File: src/rtl/video_write_buffer.sv
// Write buffer between the core's video store port and the framebuffer write port.
// Optional store coalescing is enabled by defining VWB_COALESCE_EN.
module video_write_buffer #(
  parameter int          DEPTH       = 8,
  parameter logic [31:0] VRAM_BASE   = 32'h0000_8000,
  parameter int          FB_WORDS    = 16384,
  parameter int          VRAM_ADDR_W = 14
) (
  input  logic                       clk,
  input  logic                       rst,
  input  logic                       video_we,
  input  logic [31:0]                video_addr,
  input  logic [31:0]                video_data,
  output logic                       vram_req,
  output logic [VRAM_ADDR_W-1:0]     vram_addr,
  output logic [31:0]                vram_data,
  input  logic                       vram_ack,
  input  logic                       clr_status,
  output logic                       empty,
  output logic                       full,
  output logic [$clog2(DEPTH):0]     level,
  output logic                       overflow,
  output logic                       range_err,
  output logic [15:0]                drop_count
);

  localparam int PTR_W = $clog2(DEPTH);
  localparam int LVL_W = PTR_W + 1;

  typedef enum logic {IDLE, REQ} state_t;

  state_t                   state_q, state_d;
  logic [VRAM_ADDR_W-1:0]   mem_addr [DEPTH];
  logic [31:0]              mem_data [DEPTH];
  logic [PTR_W-1:0]         rd_ptr, wr_ptr, rd_next, wr_last;
  logic [LVL_W-1:0]         level_nxt;
  logic [31:0]              idx_w;
  logic [VRAM_ADDR_W-1:0]   idx;
  logic                     in_range, coal, push, pop, drop_ovf, drop_rng;
  logic                     load_head, head_from_mem, fwd;
  logic [VRAM_ADDR_W-1:0]   head_addr_d;
  logic [31:0]              head_data_d;

  function automatic logic [15:0] sat_inc(input logic [15:0] v);
    return (v == 16'hFFFF) ? v : v + 16'd1;
  endfunction

  assign idx_w    = (video_addr - VRAM_BASE) >> 2;
  assign idx      = idx_w[VRAM_ADDR_W-1:0];
  assign in_range = (video_addr >= VRAM_BASE) && (idx_w < 32'(FB_WORDS));
  assign rd_next  = PTR_W'(rd_ptr + 1'b1);
  assign wr_last  = PTR_W'(wr_ptr - 1'b1);

`ifdef VWB_COALESCE_EN
  logic [VRAM_ADDR_W-1:0] last_idx;
  // With two or more entries the most recent one can never be the presented head.
  assign coal = video_we && in_range && (level >= LVL_W'(2)) && (idx == last_idx);
  assign fwd  = coal && (level == LVL_W'(2));

  always_ff @(posedge clk) begin
    if (push) last_idx <= idx;
  end
`else
  assign coal = 1'b0;
  assign fwd  = 1'b0;
`endif

  assign pop       = (state_q == REQ) && vram_ack;
  assign push      = video_we && in_range && !coal && (!full || pop);
  assign drop_ovf  = video_we && in_range && !coal && full && !pop;
  assign drop_rng  = video_we && !in_range;
  assign level_nxt = level + LVL_W'(push) - LVL_W'(pop);
  assign vram_req  = (state_q == REQ);

  always_ff @(posedge clk) begin
    if (rst) state_q <= IDLE;
    else     state_q <= state_d;
  end

  always_comb begin
    state_d       = state_q;
    load_head     = 1'b0;
    head_from_mem = (state_q == REQ) && (level >= LVL_W'(2));
    head_addr_d   = head_from_mem ? mem_addr[rd_next] : idx;
    head_data_d   = video_data;
    if (head_from_mem && !fwd) head_data_d = mem_data[rd_next];
    case (state_q)
      IDLE: begin
        if (push) begin
          state_d   = REQ;
          load_head = 1'b1;
        end
      end
      REQ: begin
        if (pop) begin
          if (level_nxt != '0) load_head = 1'b1;
          else                 state_d   = IDLE;
        end
      end
      default: state_d = IDLE;
    endcase
  end

  // Entry storage carries no reset; pointers and level define validity.
  always_ff @(posedge clk) begin
    if (push) begin
      mem_addr[wr_ptr] <= idx;
      mem_data[wr_ptr] <= video_data;
    end
    if (coal) mem_data[wr_last] <= video_data;
  end

  always_ff @(posedge clk) begin
    if (rst) begin
      rd_ptr    <= '0;
      wr_ptr    <= '0;
      level     <= '0;
      empty     <= 1'b1;
      full      <= 1'b0;
      vram_addr <= '0;
      vram_data <= '0;
    end else begin
      if (push) wr_ptr <= PTR_W'(wr_ptr + 1'b1);
      if (pop)  rd_ptr <= rd_next;
      level <= level_nxt;
      empty <= (level_nxt == '0);
      full  <= (level_nxt == LVL_W'(DEPTH));
      if (load_head) begin
        vram_addr <= head_addr_d;
        vram_data <= head_data_d;
      end
    end
  end

  // A drop coinciding with clr_status leaves the fresh drop recorded.
  always_ff @(posedge clk) begin
    if (rst) begin
      overflow   <= 1'b0;
      range_err  <= 1'b0;
      drop_count <= '0;
    end else if (clr_status) begin
      overflow   <= drop_ovf;
      range_err  <= drop_rng;
      drop_count <= {15'd0, drop_ovf | drop_rng};
    end else begin
      overflow  <= overflow | drop_ovf;
      range_err <= range_err | drop_rng;
      if (drop_ovf || drop_rng) drop_count <= sat_inc(drop_count);
    end
  end

endmodule

File: config.mk
export PLATFORM = sky130hd
export DESIGN_NAME = video_write_buffer
export DESIGN_NICKNAME = d
export VERILOG_FILES = /design/src/rtl/video_write_buffer.sv
export SDC_FILE = /design/constraint.sdc
export NUM_CORES = 1
export LEC_CHECK = 0
export CORE_ASPECT_RATIO = 1.4
export CORE_MARGIN = 2
export CORE_UTILIZATION = 30
export DETAILED_ROUTE_END_ITERATION = 16
export PLACE_DENSITY = 0.58
export SLEW_MARGIN = 30
export SYNTH_ARGS = -nofsm -noshare
export SYNTH_HDL_FRONTEND = slang
export SYNTH_SLANG_ARGS = --single-unit
File: constraint.sdc
create_clock -name clk -period 13 [get_ports clk]
set_input_delay 2.6 -clock clk [delete_from_list [all_inputs] [get_ports clk]]
set_output_delay 2.6 -clock clk [all_outputs]
set_load 0.02 [all_outputs]
---- Word level (Yosys, flattened, before mapping) ----
Memories as Yosys holds them, arrays and structs flattened.
Cells that the tools add are included.
storage, ports and cells
  memories ................................ 2
  RAM bits ................................ 368
  register bits ........................... 77
  input port bits ......................... 69
  output and inout port bits .............. 71
  word-level logic and storage cells ...... 64
cells by class
  reduce and logical (&&, ||, !) cells .... 19
  equal/unequal tests ..................... 3
  add/sub/neg operators ................... 6
  mux-type cells .......................... 14
  $lt $le $gt $ge ......................... 3
  bitwise logic cells ..................... 5
memories
  name      depth  width  read ports  clocked after memory_dff  write ports  line  text
  mem_data  8      32     1           0                         1            34    logic [31:0] mem_data [DEPTH];
  mem_addr  8      14     1           0                         1            33    logic [VRAM_ADDR_W-1:0] mem_addr [DEPTH];
operator list
  operator                  number
  $ge A32 B16 Y1 const B    1
  $mux W32                  1
  $sub A32 B16 Y32 const B  1
  $lt A30 B15 Y1 const B    1
  $add A16 B1 Y16 const B   1
  $eq A16 B16 Y1 const B    1
  $mux W14                  1
  $mux W1                   10
  $logic_and A1 B1 Y1       8
  $add A3 B1 Y3 const B     2
  $add A4 B1 Y4             1
  $eq A4 B4 Y1 const B      1
  $ge A4 B2 Y1 const B      1
  $logic_not A4 Y1          1
  $pmux W1 S2               2
  $reduce_and A2 Y1         2
  $reduce_bool A4 Y1        1
  $sub A4 B1 Y4             1
  $logic_not A1 Y1          3
  $or A1 B1 Y1              3
  $logic_or A1 B1 Y1        2
  $ne A2 B2 Y1 const B      1
  $not A1 Y1                2
  $reduce_bool A2 Y1        1
  $reduce_or A2 Y1          1

---- Longest topological paths before layout ----
Gate-level depths: netlist (run 1).
  word-level depth ........................ 11
  depth in mapped cells ................... 19
  depth with buffers taken out ............ 16

---- Least setup slack after synthesis (run 1) ----
No wires, ideal clock.
  kind .................................... input -> register
  start ................................... input port video_addr[15]
  end ..................................... memory mem_addr[0][0], enable pin
  required time ........................... 12,494 ps
  setup slack ............................. 5,137 ps
  cell stages on the path ................. 9
  arrival time ............................ 7,357 ps
  setup time .............................. 506 ps
  cell sequence ........................... inv_1 > ha_1 > nor4b_4 > nand2b_4 > a221oi_4 > and4b_1 > buf_2 > nand2b_1 > nor3_1
between the ends
  cells in the longest elaborated chain, start to end .. 7
  elaborated cells on any way between the ends .. 8
ends and longest elaborated chain
  item                                 line  text
  start: declaration                   12    input logic [31:0] video_addr,
  $sub A32 B16 Y32                     48    assign idx_w = (video_addr - VRAM_BASE) >> 2;
  $lt A30 B15 Y1                       50    assign in_range = (video_addr >= VRAM_BASE) && (idx_w < 32'(FB_WORDS));
  $logic_and A1 B1 Y1 *                50
  $logic_and A1 B1 Y1 * (2 in series)  69    assign push = video_we && in_range && !coal && (!full || pop);
  $mux W1 *                            106   if (push) begin
  $mux W1 (not written as such) *      107   mem_addr[wr_ptr] <= idx;
  end: declaration                     33
Mark *: on every way between the ends. The rest lies on a longest branch, timed or not.

---- Final worst setup path (run 1) ----
  start ................................... input port video_addr[15]
  end ..................................... register vram_data[5]
between the ends
  cells in the longest elaborated chain, start to end .. 11
  elaborated cells on any way between the ends .. 13
ends and longest elaborated chain
  item                                 line  text
  $sub A32 B16 Y32 *                   48
  via idx[13]                          38    logic [VRAM_ADDR_W-1:0] idx;
  $lt A30 B15 Y1 *                     50
  $logic_and A1 B1 Y1 *                50
  $logic_and A1 B1 Y1 * (2 in series)  69
  $add A4 B1 Y4                        72    assign level_nxt = level + LVL_W'(push) - LVL_W'(pop);
  $sub A4 B1 Y4                        72
  $reduce_bool A4 Y1                   96    if (level_nxt != '0) load_head = 1'b1;
  $mux W1                              96
  $mux W1                              95    if (pop) begin
  $pmux W1 S2 *                        87    case (state_q)
  end signal: assignment               130   vram_data <= head_data_d;
  end: declaration                     16    output logic [31:0] vram_data,
The timed path passes the listed nets; every way through them passes the cells marked *.
A chain may end at the register's enable or synchronous reset.

==> insert_results.sql, run 1 <==
INSERT INTO impl_metrics (metric_group, metric, value, unit) VALUES
('global_routing', 'pin_count_of_the_biggest_net_entering_global_routing', '64', ''),
('layout', 'final_layout_size_suffix_gt1_share', '21.2', '%'),
('clock_network', 'clockRootBuffer', 'clkbuf_16', ''),
('route', 'viasPerCell', '5.10', ''),
('synthesis', 'synth-adder-area-share', '0.736', '%'),
('pwr', 'design_power_total', '2830', 'µW'),
('placed_design', 'globalplace.congestion', '0.755', ''),
('worst_setup_path', 'largest_incremental_delay_on_the_critical_path', '0.58', 'ns'),
('sta', 'rsz0062_at_grt', 'no', ''),
('pwr', 'powerDensity', '131', 'nW/µm²'),
('sta', 'slew-limit-headroom', '35.3', '%'),
('sta', 'finalClockSkew', '0.0331', 'ns'),
('sta', 'timing_hold_violations_final', '0', ''),
('min_path', 'hold_class', 'reg2reg', ''),
('run_status', 'status', 'complete, no violations', ''),
('layout', 'non_filler_cells_in_the_finished_layout', '1935', ''),
('floorplan', 'row_count', '106', ''),
('layout', 'fillCellCount', '5473', ''),
('clock_network', 'insertion_delay', '0.57', 'ns'),
('worst_setup_path', 'kind_of_end_point_of_the_critical_path', 'flop', ''),
('clock_network', 'clk_pin_slew_worst_paths', '0.06', 'ns'),
('clock_network', 'cts_hold_repair.buffers', '0', ''),
('clock_network', 'cts.repair.resized', '0', ''),
('synthesis', 'synthesis.area', '18000', 'µm²'),
('synthesis', 'ys_seq_area_share', '69.9', '%'),
('worst_setup_path', 'critical_path_cell_by_cell', 'clkdlybuf4s50_1, inv_1, ha_1, nor4b_4, nand2b_4, a221oi_4, and4b_1, inv_1, ha_1, inv_1, ha_1, fa_1, xor2_1, nor3_1, a21oi_4, buf_4, o221ai_1, a21oi_1', ''),
('placed_design', 'dp_cells', '1856', ''),
('floorplan', 'die_height', '294', 'µm'),
('synthesis', 'synth-xor-area-share', '0.292', '%'),
('worst_setup_path', 'crit_slowest_cell', 'nor3_1', ''),
('sta', 'maxSlewViolCount', '0', ''),
('sta', 'crit_path_time_final', '7.52', 'ns'),
('clock_network', 'cts.repair_timing.setup_buffer_count', '0', ''),
('worst_setup_path', 'criticalPathCategory', 'in2reg', ''),
('synthesis', 'count_of_synthesis_stage_warnings_from_yosys', '0', ''),
('synthesis', 'synth-seq-cells', '445', ''),
('synthesis', 'complex_gate_fraction_of_the_synthesized_area', '6.95', '%'),
('layout', 'stdcell_area', '21600', 'µm²'),
('synthesis', 'post_synth_mux_area_share', '14.2', '%'),
('route', 'postRouteWirelength', '42400', 'µm'),
('layout', 'antennaDiodeCount', '0', ''),
('synthesis', 'async_set_or_reset_flop_fraction_in_the_synthesized_netlist', '0', '%'),
('layout', 'area_of_the_multi_input_gates', '5160', 'µm²'),
('placed_design', 'post-dp-hpwl', '24000', 'µm'),
('worst_setup_path', 'cp_max_fo', '46', ''),
('sta', 'fmaxAchievable', '133', 'MHz'),
('pwr', 'power.ir.vdd_worst', '92.0', 'µV'),
('layout', 'final_cell_mix', 'edfxtp_1 (368), clkdlybuf4s50_1 (136), mux4_2 (92)', ''),
('synthesis', 'yosys.area_share.simple', '5.72', '%'),
('sta', 'period_share', '57.9', '%'),
('floorplan', 'fp.coreArea', '59500', 'µm²'),
('route', 'drc', '0', ''),
('route', 'dr_total_vias', '9869', ''),
('worst_setup_path', 'worst_ep_arrival_time', '7.92', 'ns'),
('route', 'detailedRoute.firstIterationViolations', '710', ''),
('floorplan', 'die_area', '62100', 'µm²'),
('clock_network', 'cts.htree.levels', '2', ''),
('sta', 'setup_violations', '0', ''),
('synthesis', 'net_count_of_the_mapped_netlist', '1094', ''),
('placed_design', 'dpl-instance-area', '20200', 'µm²'),
('route', 'drt-wirelength-per-cell', '21.9', 'µm'),
('global_routing', 'grt_antenna_before_repair', '5', ''),
('synthesis', 'synth_top_family_by_area', 'multiplexers', ''),
('worst_setup_path', 'cp-start-kind', 'primary input', ''),
('floorplan', 'initial_core_util', '30.3', '%'),
('clock_network', 'clock_sink_count', '445', ''),
('worst_setup_path', 'crit_required', '13.40', 'ns'),
('clock_network', 'cts_tree', 'yes', ''),
('clock_network', 'cts_inserted_buffers', '43', ''),
('synthesis', 'cell_count_after_synthesis', '1015', ''),
('placed_design', 'numPortBuffers', '137', '');
## worst reg2reg max path, cell delays in order (launching register included)
cell and delay (ns):
dfxtp_1 0.44, nand2_1 0.28, nand2_1 0.14, and4b_1 0.46
inv_1 0.10, ha_1 0.29, inv_1 0.04, ha_1 0.20
fa_1 0.38, xor2_1 0.18, nor3_1 0.58, a21oi_4 0.08
buf_4 0.43, o221ai_1 0.51, a21oi_1 0.14
## routing by layer
metal / vias to the layer above / part of all wire (%) / global-route usage [%]
li1: 4374 / - / -
met1: 5224 / 41 / 16.0
met2: 198 / 52 / 24.7
met3: 63 / 5.0 / 2.83
met4: 10 / 2.0 / 3.85
met5: - / 0.16 / 0
## cell families after synthesis
| group | after synthesis |
|---|---|
| adders and majority gates | 10 |
| muxes | 140 |
| xor gates and xnor gates | 6 |
| DFF | 445 |
| buffers and inverters | 78 |
| and+or+nand+nor | 196 |
| AOI/OAI and AO/OA | 140 |
## final cells by class
type | count | area share (%)
clock buffers | 53 | 5.15
inverters | 11 | 0.191
repair buffers | 152 | 6.92
multi-input cells | 492 | 23.8
well taps | 756 | 4.37
flip-flops and latches | 445 | 58.2
clock inverters | 26 | 1.31
## metrics by stage
stage,hold slack (ns),utilization [%],setup WS [ns]
after floorplan,0.440,-,5.14
after global placement,0.456,33.9,4.86
after detailed placement,0.460,34.0,4.85
after CTS,0.469,36.3,5.42
after global routing,0.478,36.3,5.14
final,0.467,36.3,5.48
## power by group
part,switching (µW),internal (µW)
combinational,31.6,21.2
sequential,0.670,1540
clock,542,699
## Yosys cell counts (2+ instances only)
master      n  area share (%)
nor2b_1     3            0.10
or4_1       6            0.25
xor2_1      3            0.15
or4b_1      4            0.22
buf_6       3            0.19
nor3_1      6            0.17
o31ai_1     6            0.25
buf_2      17            0.47
a21oi_2    29             1.4
and3_1      9            0.31
and4_1      2           0.097
a21oi_1    35            0.97
o211ai_1    2           0.083
and2_1      4            0.14
a21bo_2     2            0.11
o21ai_0     4            0.11
buf_4       3            0.12
inv_1      11            0.23
mux4_2     92              11
a21o_1      3            0.12
buf_1       4           0.083
nand4_1     4            0.14
o21ai_1     3           0.083
ha_1        9            0.62
o221ai_2   29             2.4
or3_1       8            0.28
and4_4      2            0.12
nand2_1    60             1.2
xnor2_1     3            0.15
nor2_1     18            0.37
buf_12      4            0.44
clkbuf_1   36            0.75
mux2i_1    48             2.7
nand2b_1    4            0.14
o221ai_1   17            0.83
edfxtp_1  368              61
nand3_1    57             1.6
dfxtp_1    77             8.6
## state kept, by name (all words and copies together) (netlist names)
signal and flops:
rd_ptr 3, vram_data 32, full 1, empty 1
overflow 1, mem_data 256, vram_req 1, mem_addr 112
drop_count 16, wr_ptr 3, level 4, vram_addr 14
range_err 1
## worst paths after layout
| kind | start | end | slack (ns) | depth (start not counted) |
|---|---|---|---|---|
| worst max-delay path | video_addr[15] | vram_data[5] | 5.48 | 18 |
| worst min-delay path | vram_data[6] | vram_data[6] | 0.47 | 2 |
| worst max register to register | vram_req | vram_data[5] | 8.63 | 14 |
| worst min register to register | vram_data[6] | vram_data[6] | 0.47 | 2 |
Power figures use the tool's default switching activity.
==> run 2: changes to the inputs <==
--- a/config.mk
+++ b/config.mk
@@ -9,7 +9,7 @@
 export CORE_MARGIN = 2
 export CORE_UTILIZATION = 30
 export DETAILED_ROUTE_END_ITERATION = 16
-export PLACE_DENSITY = 0.58
+export PLACE_DENSITY = 0.59
 export SLEW_MARGIN = 30
 export SYNTH_ARGS = -nofsm -noshare
 export SYNTH_HDL_FRONTEND = slang
==> constraint.sdc (replaced) <==
create_clock -name clk -period 6.17 [get_ports clk]
set_input_delay 1.234 -clock clk [delete_from_list [all_inputs] [get_ports clk]]
set_output_delay 1.234 -clock clk [all_outputs]
set_load 0.02 [all_outputs]
==> insert_results.sql, run 2 (synthesis results as in run 1) <==
INSERT INTO impl_metrics (metric_group, metric, value, unit) VALUES
('global_routing', 'grt_first_pass_wirelength', '63300', 'µm'),
('sta', 'finalClockSkew', '0.0312', 'ns'),
('route', 'dr_total_vias', '9798', ''),
('worst_setup_path', 'setup.worst_path.end', 'vram_data[1]', ''),
('layout', 'final_nets', '1238', ''),
('pwr', 'power.ir.vdd_worst', '207', 'µV'),
('route', 'drt_pass1_iterations', '5', ''),
('layout', 'fin_util', '36.6', '%'),
('floorplan', 'die_area', '62100', 'µm²'),
('clock_network', 'cts.htree.levels', '2', ''),
('layout', 'area_of_the_multi_input_gates', '5150', 'µm²'),
('clock_network', 'cts.path.max_buffers', '3', ''),
('sta', 'rsz0062_at_grt', 'no', ''),
('floorplan', 'pin_count', '140', ''),
('clock_network', 'insertion_delay', '0.58', 'ns'),
('pwr', 'powerDensity', '272', 'nW/µm²'),
('route', 'drt-wirelength-per-cell', '21.5', 'µm'),
('layout', 'final_layout_size_suffix_gt1_share', '22.4', '%'),
('clock_network', 'cts_inserted_buffers', '42', ''),
('sta', 'timing_hold_violations_final', '0', ''),
('pwr', 'p_leak', '0.00634', 'µW'),
('pwr', 'share_of_total_power_in_the_clock_network', '43.4', '%'),
('clock_network', 'cts.repair.resized', '0', ''),
('worst_setup_path', 'crit_required', '6.64', 'ns'),
('layout', 'layout_top_registers', 'mem_data x256, mem_addr x112, vram_data x32', ''),
('job', 'cap_violations', '0', ''),
('global_routing', 'pin_count_of_the_biggest_net_entering_global_routing', '52', ''),
('sta', 'holdWs', '0.460', 'ns'),
('route', 'antenna_viol_nets_final', '0', ''),
('layout', 'fillCellCount', '5473', ''),
('placed_design', 'post-dp-hpwl', '23900', 'µm'),
('floorplan', 'fp.dieW', '211', 'µm'),
('placed_design', 'globalplace.congestion', '0.776', ''),
('layout', 'max_flop_register', 'mem_data', ''),
('global_routing', 'grt_use_total', '13.5', '%'),
('layout', 'number_of_flip_flops_in_the_largest_register', '256', ''),
('worst_setup_path', 'kind_of_end_point_of_the_critical_path', 'flop', ''),
('floorplan', 'initial_core_util', '30.3', '%'),
('sta', 'period_share', '84.8', '%'),
('worst_setup_path', 'cp_max_fo', '46', ''),
('sta', 'worst-slew-pin-transition', '0.882', 'ns'),
('worst_setup_path', 'count_of_cells_along_the_worst_register_to_register_path', '15', ''),
('pwr', 'combPwrFrac', '1.9', '%'),
('sta', 'setup_violations', '0', ''),
('min_path', 'hold_class', 'reg2reg', ''),
('run_status', 'status', 'complete, no violations', ''),
('global_routing', 'number_of_global_route_vias_before_repair', '10300', ''),
('layout', 'register_area', '12600', 'µm²'),
('worst_setup_path', 'worst_ep_arrival_time', '5.70', 'ns'),
('global_routing', 'globalRoute.totalOverflow', '0', ''),
('global_routing', 'grt_antenna_before_repair', '8', ''),
('clock_network', 'cts.repair_timing.setup_buffer_count', '0', ''),
('layout', 'layout.cells.most_common', 'edfxtp_1', ''),
('layout', 'layout_area_overhead', '20.9', '%'),
('sta', 'fmaxAchievable', '191', 'MHz'),
('worst_setup_path', 'criticalPathCategory', 'in2reg', ''),
('layout', 'final_cell_mix', 'edfxtp_1 (368), clkdlybuf4s50_1 (136), mux4_2 (92)', ''),
('floorplan', 'die_height', '294', 'µm'),
('clock_network', 'clk_pin_slew_worst_paths', '0.06', 'ns'),
('sta', 'setup_tns', '0', 'ns'),
('route', 'drc', '0', ''),
('worst_setup_path', 'cp-start-kind', 'primary input', ''),
('route', 'detailedRoute.firstIterationViolations', '663', ''),
('pwr', 'total_switching_power', '1210', 'µW'),
('floorplan', 'fp.coreArea', '59500', 'µm²'),
('clock_network', 'clock_sink_count', '445', ''),
('pwr', 'switching_part_of_the_total_power', '20.4', '%'),
('worst_setup_path', 'rrSetupSlack', '2.76', 'ns'),
('placed_design', 'numPortBuffers', '137', ''),
('pwr', 'cell_int_power', '4720', 'µW'),
('sta', 'slew-limit-headroom', '41.2', '%'),
('worst_setup_path', 'r2r-start', 'vram_req', ''),
('worst_setup_path', 'startpoint', 'video_addr[15]', ''),
('clock_network', 'cts_tree', 'yes', ''),
('route', 'postRouteWirelength', '41900', 'µm'),
('clock_network', 'clockRootBuffer', 'clkbuf_16', ''),
('worst_setup_path', 'rr_endpoint', 'vram_data[1]', ''),
('sta', 'maxSlewViolCount', '0', ''),
('clock_network', 'cts_hold_repair.buffers', '0', ''),
('floorplan', 'row_count', '106', ''),
('pwr', 'sequentialPowerShare', '54.8', '%'),
('sta', 'crit_path_time_final', '5.23', 'ns'),
('route', 'viasPerCell', '5.02', '');
==> run 2: cell count changes in the layout (fill, tap and decap cells not counted), moves of 2 or more <==
cell / change
clkinv_1: -4
clkinv_2: +2
clkbuf_8: +2
buf_16: +2
buf_4: +10
buf_6: -2
buf_12: +5
clkinv_8: -2
clkinvlp_4: +3
inv_6: -2
==> run 2: power by group through the flow <==
stage	combinational, µW	clock (µW)	sequential [µW]
2_1_floorplan	20.5	0	3310
3_3_place_gp	107	0	3310
3_5_place_dp	112	0	3310
4_1_cts	113	2640	3250
5_1_grt	121	2740	3250
6_report	111	2570	3250
==> run 2: worst max-delay path, stage by stage <==
cell,delay (ns)
clkdlybuf4s50_1,0.45
inv_1,0.29
ha_1,0.25
nor4b_4,0.41
nand2b_4,0.09
a221oi_4,0.42
and4b_1,0.33
inv_1,0.07
ha_1,0.27
inv_1,0.04
ha_1,0.19
fa_1,0.39
xor2_1,0.19
nor3_1,0.16
buf_4,0.18
a21o_2,0.14
buf_12,0.27
nand3_1,0.11
a21oi_1,0.16
==> run 2: how the worst min path moves through the flow <==
stage	startpoint	endpoint	slack, ns	cells after the start
6_report	vram_addr[8]	vram_addr[8]	0.46	2
3_3_place_gp	vram_addr[6]	vram_addr[6]	0.45	2
4_1_cts	vram_addr[8]	vram_addr[8]	0.46	2
3_5_place_dp	vram_addr[8]	vram_addr[8]	0.46	2
5_1_grt	vram_addr[8]	vram_addr[8]	0.49	2
2_1_floorplan	rd_ptr[1]	rd_ptr[1]	0.44	2
==> run 2: stage by stage <==
stage	instance area (µm²)	power, µW	worst slack, ns	cells
3_3_place_gp	20400	3420	0.454	1869
2_1_floorplan	18000	3340	0.906	1015
5_1_grt	21800	6110	0.686	1950
3_5_place_dp	20400	3420	0.341	1870
4_1_cts	21800	6000	0.901	1948
6_report	21800	5930	0.936	1950
==> run 2: area by class of cell <==
cell class              count  share of cell area (%)
multi-input cells         492                    23.6
diodes                      1                  0.0115
well taps                 756                    4.34
clock buffers              55                    5.14
clock inverters            23                    1.10
inverters                  11                   0.189
flip-flops and latches    445                    57.8
repair buffers            167                    7.82
==> run 2: per-layer routing <==
metal	share of wire, %	wire length (µm)	global-route usage, %	up-vias
met5	0.17	72	0	-
met4	2.0	846	4.07	14
met3	5.9	2490	3.36	70
met2	51	21400	23.9	215
met1	41	17000	16.1	5087
li1	-	-	-	4412
